`src/rtl/out_bsd_accum.sv`:
```
// out_bsd_accum: bitstream-to-binary decoder for the rate-coded interface.
// Counts the ones on each of DIM_OUT unipolar lanes over a window of
// 2^WIN_LOG2 enabled cycles. At the end of the window it presents the counts
// on out_data together with a one-cycle out_valid pulse.
//
// Optional feature, selected by the macro BSD_BIPOLAR_EN:
//   undefined : unsigned lanes, count clamped to 2^OUTWD-1 (256 -> 255)
//   defined   : two's-complement lanes, count - 2^(WIN_LOG2-1), clamped to
//               [-2^(OUTWD-1), 2^(OUTWD-1)-1] (0 -> -128, 256 -> 127)
//
// Output handshake: out_valid is a push-only pulse with no ready. out_data
// changes only in the cycle out_valid is high and holds until the next
// pulse, so a consumer may read out_data at any time after a pulse. clr and
// enable=0 never change out_data; only a completed window or rst_n does.
module out_bsd_accum #(
  parameter int DIM_OUT  = 16,
  parameter int WIN_LOG2 = 8,
  parameter int OUTWD    = 8
) (
  input  logic                     clk,
  input  logic                     rst_n,
  input  logic                     enable,
  input  logic                     clr,
  input  logic [DIM_OUT-1:0]       bit_in,
  output logic [DIM_OUT*OUTWD-1:0] out_data,
  output logic                     out_valid,
  output logic                     busy
);

  // A window of 2^WIN_LOG2 bits yields counts 0..2^WIN_LOG2, which only fit
  // the clamping below when the output width matches the window exponent.
  if (OUTWD != WIN_LOG2) begin : g_bad_cfg
    $fatal(1, "out_bsd_accum: OUTWD must equal WIN_LOG2");
  end

  localparam logic [WIN_LOG2-1:0] WIN_LAST = '1;
  localparam logic [WIN_LOG2-1:0] WIN_ONE  = {{(WIN_LOG2-1){1'b0}}, 1'b1};
`ifdef BSD_BIPOLAR_EN
  localparam logic [OUTWD-1:0]    SIGN_BIT = {1'b1, {(OUTWD-1){1'b0}}};
  localparam logic [OUTWD-1:0]    MAX_POS  = {1'b0, {(OUTWD-1){1'b1}}};
`else
  localparam logic [OUTWD-1:0]    MAX_U    = '1;
`endif

  logic [WIN_LOG2-1:0] win_cnt;
  logic [WIN_LOG2:0]   acc   [DIM_OUT];
  logic [WIN_LOG2:0]   total [DIM_OUT];
  logic [DIM_OUT*OUTWD-1:0] dec;
  logic                last_cycle;

  assign busy       = (win_cnt != '0);
  assign last_cycle = (win_cnt == WIN_LAST);

  // Per-lane running total including this cycle's bit, and its decoded form
  // (only latched on the final cycle of a window).
  always_comb begin
    dec = '0;
    for (int i = 0; i < DIM_OUT; i++) begin
      total[i] = acc[i] + {{WIN_LOG2{1'b0}}, bit_in[i]};
`ifdef BSD_BIPOLAR_EN
      // For counts below 2^WIN_LOG2, subtracting the midpoint is a flip of
      // the top bit; the single overflow case (all ones) clamps to +max.
      dec[i*OUTWD +: OUTWD] = total[i][WIN_LOG2] ? MAX_POS
                                                 : (total[i][OUTWD-1:0] ^ SIGN_BIT);
`else
      // Only a full window of ones reaches 2^WIN_LOG2; clamp it to all ones.
      dec[i*OUTWD +: OUTWD] = total[i][WIN_LOG2] ? MAX_U : total[i][OUTWD-1:0];
`endif
    end
  end

  // Window counter, accumulators and registered outputs. clr outranks
  // enable and discards a partial window without touching out_data.
  always_ff @(posedge clk or negedge rst_n) begin
    if (!rst_n) begin
      win_cnt   <= '0;
      out_data  <= '0;
      out_valid <= 1'b0;
      for (int i = 0; i < DIM_OUT; i++) acc[i] <= '0;
    end else if (clr) begin
      win_cnt   <= '0;
      out_valid <= 1'b0;
      for (int i = 0; i < DIM_OUT; i++) acc[i] <= '0;
    end else if (enable) begin
      // Wraps to zero after the final cycle, so the next window may start
      // in the same cycle the pulse is visible.
      win_cnt <= win_cnt + WIN_ONE;
      if (last_cycle) begin
        out_data  <= dec;
        out_valid <= 1'b1;
        for (int i = 0; i < DIM_OUT; i++) acc[i] <= '0;
      end else begin
        out_valid <= 1'b0;
        for (int i = 0; i < DIM_OUT; i++) acc[i] <= total[i];
      end
    end else begin
      out_valid <= 1'b0;
    end
  end

endmodule
```
`config.mk`:
```
export PLATFORM = sky130hd
export DESIGN_NAME = out_bsd_accum
export DESIGN_NICKNAME = d
export VERILOG_FILES = /design/src/rtl/out_bsd_accum.sv
export SDC_FILE = /design/constraint.sdc
export NUM_CORES = 1
export LEC_CHECK = 0
export CORE_ASPECT_RATIO = 0.75
export CORE_MARGIN = 3
export CORE_UTILIZATION = 50
export CTS_CLUSTER_SIZE = 12
export DETAILED_ROUTE_END_ITERATION = 8
export GPL_TIMING_DRIVEN = 0
export MAX_ROUTING_LAYER = met4
export PLACE_DENSITY = 0.76
export SYNTH_ARGS = -nofsm -noshare
export SYNTH_HDL_FRONTEND = slang
export SYNTH_SLANG_ARGS = --single-unit
```
`constraint.sdc`:
```
create_clock -name clk -period 1.95 [get_ports clk]
set_clock_uncertainty 0.05 [all_clocks]
set_input_delay 0.4875 -clock clk [delete_from_list [all_inputs] [get_ports clk]]
set_output_delay 0.4875 -clock clk [all_outputs]
set_load 0.005 [all_outputs]
```
==> results by stage, run 1 <==
Logic synthesis:
- After synthesis, the mean cell area works out to slightly below 10 um2.
- The total of flip-flops plus latches after synthesis is around 280.
- dfrtp_1 takes more of the synthesized area than any other cell.
- The count of distinct cell types in the synthesized netlist is between 50 and 60.
- In the post-synthesis netlist, the cell with the most instances is dfrtp_1.
- The share of the yosys chip area belonging to registers is between 50% and 60%.
- For this run, the leading register cell type out of synthesis is dfrtp_1.
- The post-synthesis cell count is ~1400.
- The top cell type by area accounts for 50.9% of the synthesized area.
- After synthesis the cells add up to roughly 0.014 mm2.
- In the post-synthesis netlist, the biggest area contributors are dfrtp_1 51%, nor2_1 5.0%, a31oi_1 4.8%, a21oi_1 4.6%, xnor2_1 4.4%.
- Counting flops with a built-in enable in the synthesized netlist gives 0.
- The number of warning messages in the yosys log is 0.
- The net count after synthesis is 1491.
- Of all flip-flops after synthesis, the portion carrying an async set or reset was 100%.
- By count the netlist is led by 281 x dfrtp_1, 184 x nor2_1, 126 x a21oi_1, 105 x a31oi_1, 103 x nand2_1.

Power:
- Dividing total power by cell area gives a power density of ~700 mW/mm2.
- The worst-case IR drop observed on VDD is about 0.62 mV.
- The static leakage is 8.43 nW.

GRT:
- The number of antenna violations at the first check in global routing is 0.
- The global routing usage summed across all routing layers is 27.2%.
- The total overflow left after global routing is 0.
- The number of global-route vias before repair is 11400.
- The wire length of the first global-routing pass is around 63 mm.
- For met3 alone, demand over resource in global routing was 3.74%.
- The global-route met2 utilization is between 40% and 50%.
- The most congested layer reported by global routing is met2.
- Entering global routing, the biggest net connects 110 pins.
- The global-route met1 utilization is 39.9%.

Clocking:
- The clock input transition at the sequential cells of the worst setup and hold paths is about 60 ps.
- The root buffer cell chosen for the clock tree is clkbuf_16.
- The clock tree from TritonCTS is built.
- The clock latency of the later-clocked register in the worst-skew pair is between 500 and 600 ps.
- The clock sink count is around 280.
- CTS built an H-tree with a depth of 1.
- The clock passes through at most 3 buffers.
- Clock tree synthesis inserted a total of 29 buffers.

Timing:
- The number of hold violations in the final report came to 0.
- Final hold analysis gives a worst-case slack of 416 ps.
- The achievable clock frequency is approximately 450 MHz.
- The total negative setup slack is -2430 ps.
- The transition time of the tightest slew-check pin is around 860 ps.
- The routed design could run at a clock period as short as approximately 2200 ps.
- The max-slew violation count is 0.
- Setup violations remaining at the end of the flow were counted as a little under 70.
- The worst-case headroom to the max-slew limit is about 43%.
- Setup repair after global routing could not meet its margin everywhere.
- The post-route clock period utilization is 114%.
- Once routing completed, OpenROAD measured the worst setup slack at -272 ps.

Floorplan:
- The full die area is between 0.02 and 0.03 mm2.
- The area of the placeable core is roughly 0.027 mm2.
- The floorplan has 52 rows.
- The initial utilization of the core area, before any placement, comes to roughly half.
- The chip width is 198 um.
- In this run the vertical extent of the chip is 150 um.
- 150 I/O pins were placed.

Min path:
- The capture endpoint of the worst hold path is out_data[88].
- The worst hold path passes through 4 cells.
- In this run the worst hold path is classified as in2reg.
- The beginning of the worst hold path is bit_in[11].

Layout:
- The fraction of final layout cells sized beyond drive strength 1 is about 14%.
- The count of placed standard cells in the final layout, fillers left out is roughly 2000.
- The number of nets in the finished design is 1699.
- For this run, the share of the core covered by cells in the final layout is roughly 64%.
- The signed area change from the synthesized netlist to the final layout is 25.8%.
- The number of antenna diodes is 0.

Detailed routing:
- The number of design rule violations left after detail routing is 0.
- The via-per-instance ratio is a little under 6.
- The detailed-route via count is 12000.
- The number of search-and-repair iterations in the first detailed-routing pass is 5.
- The detailed router finished its first iteration with approximately 1000 violations.
- Once detail routing completed, the nets flagged for antenna violations numbered 0.
- The average detailed-routed wire length per instance is around 20 um.
- For this block, the routed nets add up to 39.9 mm of wire.

Placement:
- The routability congestion estimate is approximately 0.89.
- The worst slack at placement is -929 ps.
- The number of instances in the placed design is approximately 1900.
- The wire-length estimate of the detail-placed layout is 26.7 mm.
- The count of buffers from port buffering is ~150.

Job:
- Across the run, the number of max-cap violations was 0.

Critical path:
- The setup slack of the worst register-to-register path is -110 ps.
- The launching instance or port of the critical path is win_cnt[6].
- The peak fanout along the critical path is 7.
- The worst setup path is launched from a flop.
- The type of destination of the critical path is a primary output.
- Data arrives at the worst endpoint at approximately 1700 ps.
- At the worst endpoint, the required time is about 1400 ps.
- The type of the worst setup path is reg2out.
- The start of the worst register-to-register path is win_cnt[1].
- The length in cells of the worst reg-to-reg path is 6.
- In this run the critical register-to-register path is captured at acc[107].

Status:
- The checks that failed: setup timing.
- The run finished, with violations left.
-- worst max path at each step --
stage	end	slack (ps)	cells past startpoint
2_1_floorplan	out_data[88]	2	6
3_5_place_dp	acc[123]	-930	7
5_1_grt	busy	-320	5
6_report	busy	-270	3
4_1_cts	busy	-260	5
3_3_place_gp	acc[72]	-11890	1
-- kinds of logic (layout without fill, tap and decap cells) --
family                   count (synthesis)  after routing  synth area share, %
flip-flops                             281            281                 50.9
multiplexers                             1              1               0.0724
adder cells (fa/ha/maj)                 34             34                 3.08
XOR/XNOR                               105            105                 6.71
AND/OR/NAND/NOR                        475            475                 17.0
AO/OA/AOI/OAI                          404            404                 18.0
buffers and inverters                  137            362                 4.33
-- where the power goes --
| group | total (W) | internal, W | switching, W |
|---|---|---|---|
| Sequential | 0.00594 | 0.00589 | 0.0000462 |
| Combinational | 0.000784 | 0.000251 | 0.000534 |
| Clock | 0.00527 | 0.00298 | 0.00229 |
| Total | 0.0120 | 0.00912 | 0.00287 |
-- cell type report --
| type | count | area, um2 |
|---|---|---|
| flip-flops and latches | 281 | 7030 |
| inverters | 32 | 128 |
| clock inverters | 4 | 23.8 |
| well taps | 351 | 439 |
| fillers | 2203 | 9670 |
| clock buffers | 44 | 852 |
| multi-input cells | 1019 | 6510 |
| repair buffers | 184 | 1800 |
| plain buffers | 98 | 607 |
-- per-layer routing --
metal / share of wire (%) / up-vias
li1: - / 5516
met1: 44 / 5889
met2: 46 / 491
met3: 7.9 / 72
met4: 2.1 / 0
met5: 0 / -
-- state kept, by name, indices dropped and copies added (netlist names) --
| signal | cells |
|---|---|
| acc | 144 |
| out_data | 128 |
| out_valid | 1 |
| win_cnt | 8 |
-- through the flow --
| stage | power (W) | instance area (um2) |
|---|---|---|
| final | 0.0120 | 17400 |
| after global routing | 0.0124 | 17400 |
| after CTS | 0.0120 | 17100 |
| after detailed placement | 0.00676 | 15900 |
| after global placement | 0.00673 | 15800 |
| after floorplan | 0.00639 | 13900 |
-- placed cells by master, fill, tap and decap left out, types with 11 or more instances in the layout --
cell	n
a31oi_1	104
ha_4	11
dlygate4sd2_1	96
a21oi_1	126
ha_1	12
nand2_1	102
inv_1	31
xor2_1	35
a41oi_1	19
nand4_1	21
nor3_1	12
o21ai_0	77
buf_2	21
clkbuf_1	37
nor2_1	183
buf_4	46
dlymetal6s2s_1	29
nand3_1	57
xnor2_1	68
and3_1	20
a22o_1	14
ha_2	11
a21oi_2	24
clkbuf_2	11
nand2b_1	17
clkdlybuf4s50_1	21
clkbuf_16	29
dfrtp_1	281
buf_6	13
-- repair_timing --
item / CTS / global route
buffers inserted: 21 / 12
hold buffers: 1 / 0
resized for setup: 189 / 70
pin swaps: 11 / 3
endpoints found under the hold margin: 3 / 0
setup endpoints to repair: 349 / 297
-- worst max-delay path, cell delays in order, from the launching register on --
cell     delay (ps)
dfrtp_1         520
nor4b_4         330
nand2_2         130
buf_2           150
No activity file was read; power rests on OpenSTA's default activity.
==> inputs of run 2 (changes only) <==
--- a/config.mk
+++ b/config.mk
@@ -10,9 +10,10 @@
 export CORE_UTILIZATION = 50
 export CTS_CLUSTER_SIZE = 12
 export DETAILED_ROUTE_END_ITERATION = 8
+export DONT_BUFFER_PORTS = 1
 export GPL_TIMING_DRIVEN = 0
 export MAX_ROUTING_LAYER = met4
-export PLACE_DENSITY = 0.76
+export PLACE_DENSITY = 0.69
 export SYNTH_ARGS = -nofsm -noshare
 export SYNTH_HDL_FRONTEND = slang
 export SYNTH_SLANG_ARGS = --single-unit
==> results by stage, run 2 (synthesis results as in run 1) <==
Power:
- The net switching power figure was 0.00270 W (-6.0%).
- The total chip power is 0.0117 W (-2.2%).
- The maximum ir drop on the vdd rail was 0.552 mV (-11%).
- The share of power burned in combinational logic is 5.4% (-1.1 points).
- The static leakage was 6.81 nW (-19%).
- The relative contribution of sequential cells to total power was 50.7% (+1.2 points).
- The power density relative to cell area is 737 mW/mm2 (+6.8%).
- The switching part of the total power is 23.0% (-0.94 points).
- The fraction of power consumed by the clock network is 44.0% (about the same).
- The internal power is 0.00903 W (-0.94%).

GRT:
- The final global-route overflow total is 0 (unchanged).
- The number of antenna violations at the first check in global routing is 1 (+1).
- The maximum number of pins on one net before global-route repair is 282 (+160%).
- The wire length of the first global-routing pass came to 59.2 mm (-5.2%).
- The number of global-route vias before repair was 10400 (-8.6%).
- The global routing usage summed across all routing layers is 26.2% (-1.0 points).

Floorplan:
- The area of the placeable core is 0.0271 mm2 (unchanged).
- The number of primary I/O pins is 150 (unchanged).
- The vertical die dimension is 150 um (unchanged).
- The initial cell density of the core is 51.1% (unchanged).
- The number of placement rows came to 52 (unchanged).
- The full die area came to 0.0297 mm2 (unchanged).
- The chip width is 198 um (unchanged).

Clocking:
- The clock latency of the later-clocked register in the worst-skew pair is 560 ps (about the same).
- The clock sink count is 281 (unchanged).
- The clock tree from TritonCTS is built.
- The clock input transition at the sequential cells of the worst setup and hold paths came to 60 ps (about the same).
- The number of buffers between clock root and the deepest sink was 3 (unchanged).
- The number of CTS-inserted buffers came to 29 (unchanged).
- In this run the clock root is driven by a clkbuf_16.
- The H-tree depth is 1 (unchanged).

Timing:
- The achievable clock frequency is 491 MHz (+9.0%).
- The shortest period the worst path allows was 2040 ps (-183 ps).
- The final hold slack is -421 ps (-837 ps).
- The max-slew violation count is 0 (unchanged).
- The count of final setup violators came to 2 (-97%).
- The worst-case headroom to the max-slew limit is 45.7% (+3.1 points).
- The setup slack of the critical path after layout came to -88.3 ps (+183 ps).
- Setup repair after global routing could not meet its margin everywhere.
- The number of hold violations in the final report is 281 (+281).
- The post-route clock period utilization is 105% (-9.4 points).
- The transition time of the tightest slew-check pin is 814 ps (-46.5 ps).

Placement:
- The routability congestion estimate is 0.872 (-2.0%).
- The count of buffers from port buffering is 0 (-100%).
- The detailed placer's ending HPWL is 25.3 mm (-5.1%).

Critical path:
- The start of the worst register-to-register path is win_cnt[1].
- The worst reg2reg path endpoint is acc[105].
- The required time at the endpoint of the critical path came to 1410 ps (about the same).
- The type of destination of the critical path is a primary output.
- The setup slack of the worst register-to-register path came to -10 ps (+100 ps).
- The peak fanout along the critical path came to 4 (-3).
- The length in cells of the worst reg-to-reg path is 7 (+1).
- The kind of start point of the critical path is a flop.
- The worst path arrival time is 1500 ps (-180 ps).
- The launching instance or port of the critical path is win_cnt[0].
- The type of the worst setup path is reg2out.

Layout:
- The area growth from synthesis to layout is 15.2%.
- Leaving out fill and tap cells, the most frequent cell in the layout is dfrtp_1.
- The largest registers in the layout are acc x144, out_data x128, win_cnt x8.
- The number of flip-flops under the largest register name came to 144 (unchanged).
- The fraction of final layout cells sized beyond drive strength 1 was 15.0% (+0.66 points).
- The largest register by flop count is acc.
- The post-layout utilization of the core was 58.9% (-5.4 points).
- The number of filler instances in the final layout was 2306 (+4.7%).
- In the layout the commonest cells are 277 x dfrtp_1, 179 x nor2_1, 125 x a21oi_1.
- The number of nets in the finished design is 1538 (-9.5%).

Status:
- The final reports fail on hold timing, setup timing.
- The flow ran to the end, but the final reports show violations.

Detailed routing:
- The number of search-and-repair iterations in the first detailed-routing pass was 5 (unchanged).
- The via-per-instance ratio was 6.03 (+1.4%).
- The total routed wirelength is 38.7 mm (-3.2%).
- The average detailed-routed wire length per instance is 20.9 um (+5.5%).
- The number of DRC markers after the initial detailed-route iteration is 1029 (-1.2%).
- The number of design rule violations left after detail routing was 0 (unchanged).
- The detailed-route via count is 11100 (-7.0%).
- The residual antenna-violating net count after detailed routing is 0 (unchanged).

Min path:
- The type of the worst min-delay path is in2async.

Job:
- The total of max-cap violations is 0 (unchanged).
[run 2: power by group through the flow]
stage	Sequential (W)	Clock (W)	Combinational (W)
floorplan	0.00603	0	0.000358
global placement	0.00604	0	0.000530
global route	0.00595	0.00548	0.000688
detailed placement	0.00604	0	0.000540
finish	0.00594	0.00516	0.000630
CTS	0.00594	0.00525	0.000579
[run 2: worst max path at each step]
stage | to | slack (ps) | cells after the start
6_report | busy | -90 | 4
5_1_grt | busy | -150 | 4
4_1_cts | busy | -100 | 4
3_3_place_gp | acc[129] | -450 | 6
2_1_floorplan | out_data[88] | 2 | 6
3_5_place_dp | acc[68] | -480 | 6
[run 2: metal layers]
metal,routed length (um),global-route usage [%],share of wire (%),vias to the layer above
li1,-,-,-,5194
met1,17300,36.9,45,5472
met2,17100,37.7,44,400
met3,3330,6.98,8.6,70
met4,997,6.93,2.6,0
met5,0,-,0,-
[run 2: per-stage QoR]
stage,setup TNS (ps),instance area [um2],setup WS (ps),instances,hold slack (ps)
after global placement,-56610,14300,-453,1788,153
after floorplan,0,13900,2.22,1437,142
after CTS,-1280,15600,-105,1842,-438
after global routing,-1130,15900,-152,1847,-446
after detailed placement,-65060,14300,-484,1788,151
final,-98.9,15900,-88.3,1847,-421
[run 2: cell type report]
cell class / count / area (um2) / area share, %
Sequential cell: 281 / 7040 / 44.2
Multi-Input combinational cell: 1019 / 6580 / 41.3
Timing Repair Buffer: 23 / 264 / 1.66
Clock inverter: 4 / 51.3 / 0.322
Antenna cell: 1 / 2.50 / 0.0157
Clock buffer: 38 / 790 / 4.96
Buffer: 98 / 634 / 3.98
Inverter: 32 / 133 / 0.832
Tap cell: 351 / 439 / 2.76
[run 2: critical path, stage by stage, from the launching register on]
cell	delay, ps
dfrtp_2	440
inv_2	80
ha_4	110
nor4b_4	200
nand2_2	120
[run 2: repair_timing]
item,in CTS,in global routing
pin swaps,15,9
endpoints found under the hold margin,281,281
gates resized for setup,70,84
setup buffers,15,7
gates cloned,0,1
endpoints found under the setup margin,258,268
